[src/rtl/mod_cnt_chain.sv]
// mod_cnt_chain: cascade of per-stage modulo counters (e.g. sec/min/hour).
// Stage i lives at sum[i*BITS +: BITS] and has modulus MAX_LIST[i*BITS +: BITS].
// Stage 0 steps on en. Each higher stage steps when the stage below steps
// out of its terminal value.
// Counting is up or down, and the direction is sampled on every edge.
// Optional feature macro: MOD_CNT_CHAIN_SNAPSHOT_EN adds the snap input and
// the snap_val output. snap_val is a register that captures the pre-update sum.
module mod_cnt_chain #(
  parameter int NUM_STAGES = 3,
  parameter int BITS       = 8,
  parameter logic [NUM_STAGES*BITS-1:0] MAX_LIST = {8'd24, 8'd60, 8'd60}
) (
  input  logic                       clk,
  input  logic                       reset,
  input  logic                       en,
  input  logic                       up,
  input  logic                       load,
  input  logic [NUM_STAGES*BITS-1:0] load_val,
  output logic [NUM_STAGES*BITS-1:0] sum,
  output logic [NUM_STAGES-1:0]      tc,
  output logic                       wrap
`ifdef MOD_CNT_CHAIN_SNAPSHOT_EN
  ,
  input  logic                       snap,
  output logic [NUM_STAGES*BITS-1:0] snap_val
`endif
);

  // One extra bit so that the +/-1 arithmetic and the compares never overflow.
  localparam int W = BITS + 1;

  logic [BITS-1:0]       r_val  [NUM_STAGES];
  logic [BITS-1:0]       w_next [NUM_STAGES];
  logic [BITS-1:0]       w_load [NUM_STAGES];
  logic [NUM_STAGES-1:0] w_at_term;
  logic [NUM_STAGES-1:0] w_step;
  logic                  r_wrap;

  genvar gi;
  generate
    for (gi = 0; gi < NUM_STAGES; gi++) begin : g_stage
      localparam logic [W-1:0] MAXV = {1'b0, MAX_LIST[gi*BITS +: BITS]};
      localparam logic [BITS-1:0] TOPV = BITS'(MAXV - W'(1));

      if (MAXV < W'(2)) begin : g_bad_mod
        $error("mod_cnt_chain: stage %0d modulus must be >= 2", gi);
      end

      logic [W-1:0] w_cur;
      logic [W-1:0] w_term;
      logic [W-1:0] w_fld;

      assign w_cur  = {1'b0, r_val[gi]};
      // The terminal value is the top value when counting up, and 0 when counting down.
      assign w_term = up ? (MAXV - W'(1)) : '0;
      assign w_at_term[gi] = (w_cur == w_term);

      // Step value: the stage wraps at its terminal value, otherwise it moves by one.
      assign w_next[gi] = w_at_term[gi] ? (up ? '0 : TOPV)
                                        : (up ? BITS'(w_cur + W'(1)) : BITS'(w_cur - W'(1)));

      // A load field that is out of range is cleared instead of being kept.
      assign w_fld      = {1'b0, load_val[gi*BITS +: BITS]};
      assign w_load[gi] = (w_fld < MAXV) ? load_val[gi*BITS +: BITS] : '0;

      assign sum[gi*BITS +: BITS] = r_val[gi];
      assign tc[gi] = w_step[gi] & w_at_term[gi] & ~load & ~reset;
    end
  endgenerate

  // Ripple the step condition through the chain.
  always_comb begin
    w_step = '0;
    w_step[0] = en;
    for (int i = 1; i < NUM_STAGES; i++) begin
      w_step[i] = w_step[i-1] & w_at_term[i-1];
    end
  end

  // Stage registers and wrap pulse. Priority on each edge: reset, then load, then step.
  always_ff @(posedge clk) begin
    if (reset) begin
      for (int i = 0; i < NUM_STAGES; i++) begin
        r_val[i] <= '0;
      end
      r_wrap <= 1'b0;
    end else if (load) begin
      for (int i = 0; i < NUM_STAGES; i++) begin
        r_val[i] <= w_load[i];
      end
      r_wrap <= 1'b0;
    end else begin
      for (int i = 0; i < NUM_STAGES; i++) begin
        if (w_step[i]) begin
          r_val[i] <= w_next[i];
        end
      end
      r_wrap <= tc[NUM_STAGES-1];
    end
  end

  assign wrap = r_wrap;

`ifdef MOD_CNT_CHAIN_SNAPSHOT_EN
  logic [NUM_STAGES*BITS-1:0] r_snap;

  // Capture the value that is visible during the snap cycle. Reset takes priority.
  always_ff @(posedge clk) begin
    if (reset) begin
      r_snap <= '0;
    end else if (snap) begin
      r_snap <= sum;
    end
  end

  assign snap_val = r_snap;
`endif

endmodule

[config.mk]
export PLATFORM = sky130hd
export DESIGN_NAME = mod_cnt_chain
export DESIGN_NICKNAME = d
export VERILOG_FILES = /design/src/rtl/mod_cnt_chain.sv
export SDC_FILE = /design/constraint.sdc
export NUM_CORES = 1
export LEC_CHECK = 0
export ABC_CLOCK_PERIOD_IN_PS = 2600
export BUFFER_PORTS_ARGS = -buffer_cell sky130_fd_sc_hd__buf_4
export CAP_MARGIN = 20
export CELL_PAD_IN_SITES_DETAIL_PLACEMENT = 0
export CELL_PAD_IN_SITES_GLOBAL_PLACEMENT = 2
export CORE_MARGIN = 2
export CORE_UTILIZATION = 29
export CTS_CLUSTER_DIAMETER = 30
export DETAILED_ROUTE_END_ITERATION = 8
export GPL_ROUTABILITY_DRIVEN = 1
export HOLD_SLACK_MARGIN = 0.12
export PLACE_DENSITY = 0.86
export SYNTH_ARGS = -nofsm -noshare
export SYNTH_HDL_FRONTEND = slang
export SYNTH_SLANG_ARGS = --single-unit
[constraint.sdc]
create_clock -name clk -period 2.6 [get_ports clk]
set_input_delay 0.39 -clock clk [delete_from_list [all_inputs] [get_ports clk]]
set_output_delay 0.39 -clock clk [all_outputs]
set_load 0.05 [all_outputs]
[Word-level counts from Yosys, hierarchy flattened]
Memories as Yosys holds them, arrays and structs flattened.
Cells that the tools add are included.
Word-level totals
  register bits: 1
  bits in writable memories: 24
  input bits: 29
  output and inout bits: 28
  memories: 1
Memories
  r_val: depth 3, bits a word 8, rd ports 3, clocked after memory_dff 0, wr ports 3, line 32  | logic [BITS-1:0] r_val [NUM_STAGES];
Operators by class
  $add $sub $neg: 6
  magnitude comparators: 3
  equal/unequal tests: 3
  muxes and demuxes: 36
  bitwise logic cells: 17
  reductions and logical operators: 1
Operators with widths (number)
  8-bit two-way mux: 15
  8-bit by 1-bit adder with 8-bit output (second input constant): 3
  8-bit by 1-bit subtractor with 8-bit output (second input constant): 3
  1-bit two-way mux: 17
  8-bit by 6-bit less-than comparator with 1-bit output (second input constant): 2
  6-bit two-way mux: 2
  5-bit two-way mux: 2
  1-bit AND: 9
  8-bit by 9-bit equality test with 1-bit output: 1
  8-bit by 5-bit equality test with 1-bit output: 1
  8-bit by 6-bit equality test with 1-bit output: 1
  8-bit by 5-bit less-than comparator with 1-bit output (second input constant): 1
  1-bit bitwise OR: 6
  1-bit inverter: 2
  2-bit OR reduction: 1

[Longest topological paths before layout]
  depth after elaboration: 9
  depth in mapped cells: 7
  depth with buffers taken out: 6

[Worst setup path before layout]
Ideal clock, no wire load.
  path kind: in2out
  start point: input port up
  end point: output port tc[2]
  data arrival time: 3870 ps
  required time: 2210 ps
  path slack: -1660 ps
  stages on the path: 7
  path through: buf_2 -> inv_1 -> ha_1 -> or3b_1 -> nor4_4 -> nand2_1 -> nor3b_1
Between the ends
  word-level cells in the longest chain between the ends: 7
  elaborated cells on any way between the ends: 10
  classes of those cells: 3 x eq/ne; 2 x mux; 5 x bitwise
RTL lines
  start: declaration: line 16  | input logic up,
  6-bit two-way mux: line 55  | assign w_term = up ? (MAXV - W'(1)) : '0;
  8-bit by 9-bit equality test with 1-bit output: line 56  | assign w_at_term[gi] = (w_cur == w_term);
  1-bit AND (2 in a row): line 76  | w_step[i] = w_step[i-1] & w_at_term[i-1];
  1-bit AND * (3 in a row): line 67  | assign tc[gi] = w_step[gi] & w_at_term[gi] & ~load & ~reset;
  end: declaration: line 20  | output logic [NUM_STAGES-1:0] tc,
Mark *: on every way between the ends. The rest lies on a longest branch, timed or not.

[Final worst setup path]
Ends and elaborated chain as after synthesis.

==> results.ini <==
[pwr]
p_leak_nw = 1.31
pwr-share-comb_pct = 42.4
switching_share_pct = 37.4
p_sw_mw = 0.494
vdd_drop_max_v = 0.000240
clkPwrFrac_pct = 18.7
internal_power_mw = 0.828
seq_power_share_pct = 38.9
power_mw = 1.32
p_per_area_nw_per_um2 = 454

[setup_path]
r2r-end = r_val[0][1]
start_kind = input pin
reg2reg_depth = 5
critPathCaptureType = primary output
r2r_slack_ps = 400
crit_fanout = 5
required_ps = 2210
reg2reg_from = r_val[0][3]
cp.arrival_ps = 2180
worstSetupPathType = in2out

[cts]
clock_sinks = 25
clk_pin_slew_ps = 110
clock_latency_ps = 280
ctsHoldBuffers = 0
cts.htree.levels = 1
clock_path_buffers = 2
cts_tree = yes
cts_buffers = 3
cts-root-buf = clkbuf_8

[hold_path]
hp-class = in2reg
min-delay-start = load_val[16]
holdPathEnd = r_val[0][16]
min_path_cells = 3

[global_route]
grt_pass1_vias = 1922
antenna_found_initial = 0
grt_first_pass_wirelength_um = 9180
grt_usage_pct = 15.0
grt-ovfl-total = 0
grt_max_degree = 17

[final_layout]
num-fill-cells = 706
final_util_pct = 42.6
drive_gt1_share_pct = 35.5
syn2layout_area_growth_pct = 41.0
fin_nets = 338
fin_area_um2 = 2910
antenna_cells = 0

[route]
post_drt_via_cell_ratio = 5.15
drt-total-wl_um = 5930
ant_nets = 0
remaining_drc_errors = 0
drtPass1Iterations = 4
routedWlPerCell_um = 15.5
drt-initial-drc-count = 60
vias = 1971

[sta]
slew_viol_final = 0
whs_ps = 377
min_period_ps = 2570
rsz0062_at_grt = true
worst_pin_slew_ps = 544
setup_slack_ps = 31.4
worst_clock_skew_ps = 13.3
hold_viol = 0
relSlewSlack_pct = 63.6
max_freq_ghz = 0.389
setup_viol = 0
min_period_over_period_pct = 98.8

[synth]
synthCells = 200
synth_edf_count = 24
ys_warn_count = 0
synth_top_area_share_pct = 34.9
synth.largest_area_cell = edfxtp_1
syn-num-nets = 250
synth_flop_cell = edfxtp_1
synth_cell_types = 41
yosysSeqAreaShare_pct = 35.9
syn_area_um2 = 2070
synthArstFlopShare_pct = 0
synth_area_leaders = edfxtp_1 (35%), ha_1 (11%), a21oi_1 (4.1%)
synth_seq_cells = 25
avgSynthCellArea_um2 = 10.3

[floorplanning]
ios = 57
die_w_um = 88.4
initial_utilization_pct = 30.2
die_area_um2 = 7810
fp-row-count = 30
coreArea_um2 = 6830
die_height_um = 88.4

[flow_run]
maxCapViolations = 0

[placement]
port_buffers = 56
hpwl_um = 4680
placedInstanceArea_um2 = 2800
place_congestion = 0.884
post-place-ws_ps = 48.2

[run_status]
status = completed

[cell usage in the layout, fill, tap and decap left out, types with 5 or more instances in the layout]
cell type | Yosys | routed
o21ai_0 | 17 | 17
xor2_1 | 8 | 8
xnor2_1 | 5 | 5
nor2_1 | 5 | 5
buf_4 | 0 | 82
ha_1 | 18 | 16
edfxtp_1 | 24 | 24
a21o_1 | 8 | 8
a221o_1 | 5 | 5
nand2b_1 | 7 | 6
mux2i_1 | 7 | 7
a211oi_1 | 8 | 8
nand2_1 | 15 | 14
a21oi_1 | 17 | 17
[power by group through the flow]
stage	sequential, mW	combinational (mW)	clock (mW)
global placement	0.525	0.541	0
global route	0.519	0.610	0.264
floorplan	0.624	0.258	0
finish	0.514	0.560	0.247
detailed placement	0.525	0.545	0
CTS	0.515	0.550	0.251
[worst max-delay path: stages]
cell and delay [ps]:
buf_4 100, clkinvlp_4 130, buf_4 170, ha_4 270, or3b_4 400, nor4_4 190, nand2_2 150, nor3b_4 190
buf_6 180
[final cells by class]
type                       instances  area, um^2  area share, %
sequential                        25         741           25.4
inverter                           2        11.3          0.387
multi-input combinational        172        1360           46.6
clock inverter                     1        5.00          0.172
clock buffer                       3        41.3           1.42
timing repair buffer              84         638           21.9
tap                               96         120           4.12
[registers in the layout (all words and copies together), names as in the netlist]
name,flops
wrap,1
r_val,24
[through the flow]
stage               setup TNS (ps)  instances
floorplan                    -9740        200
global placement                 0        373
detailed placement               0        373
CTS                              0        378
global route                 -37.2        383
finish                           0        383
[what timing repair did]
item | CTS | global route
endpoints found under the setup margin | 1 | 1
setup buffers | 1 | 5
gates resized for setup | 1 | 2
pin swaps | 2 | 3
[cells by family after synthesis]
group           share of synthesized area, %
compound gates                          23.9
xor+xnor                                5.51
fa+ha+maj                               13.8
buf+inv                                0.606
flops                                   35.9
mux                                     3.39
simple gates                            17.0
[per-layer routing]
metal	global-route usage, %	vias to the layer above	wire, um
met5	0	-	0
met4	2.34	0	40
met3	2.99	4	261
met2	26.4	49	2940
met1	19.3	947	2680
li1	-	971	-
[synth_stat cells (all sizes together) (3+ instances only)]
library cell and instances:
nor4 6, mux2i 7, a21o 8, or3 3, nand2 15, xnor2 5, o31ai 4, fa 3
a31oi 3, a221o 5, a211oi 8, nand2b 7, o21bai 4, o21ai 17, nor3 4, or2 4
edfxtp 24, nor2 5, ha 18, and3 3, xor2 8, a21oi 17
[worst max path at each step]
stage	endpoint	slack [ps]	start	depth (start not counted)
final	tc[2]	30	up	9
after global routing	tc[2]	-40	up	9
after CTS	tc[2]	2	r_val[0][3]	6
after detailed placement	tc[2]	50	up	8
after global placement	tc[2]	70	up	8
after floorplan	tc[2]	-870	up	7
Power figures use the tool's default switching activity.
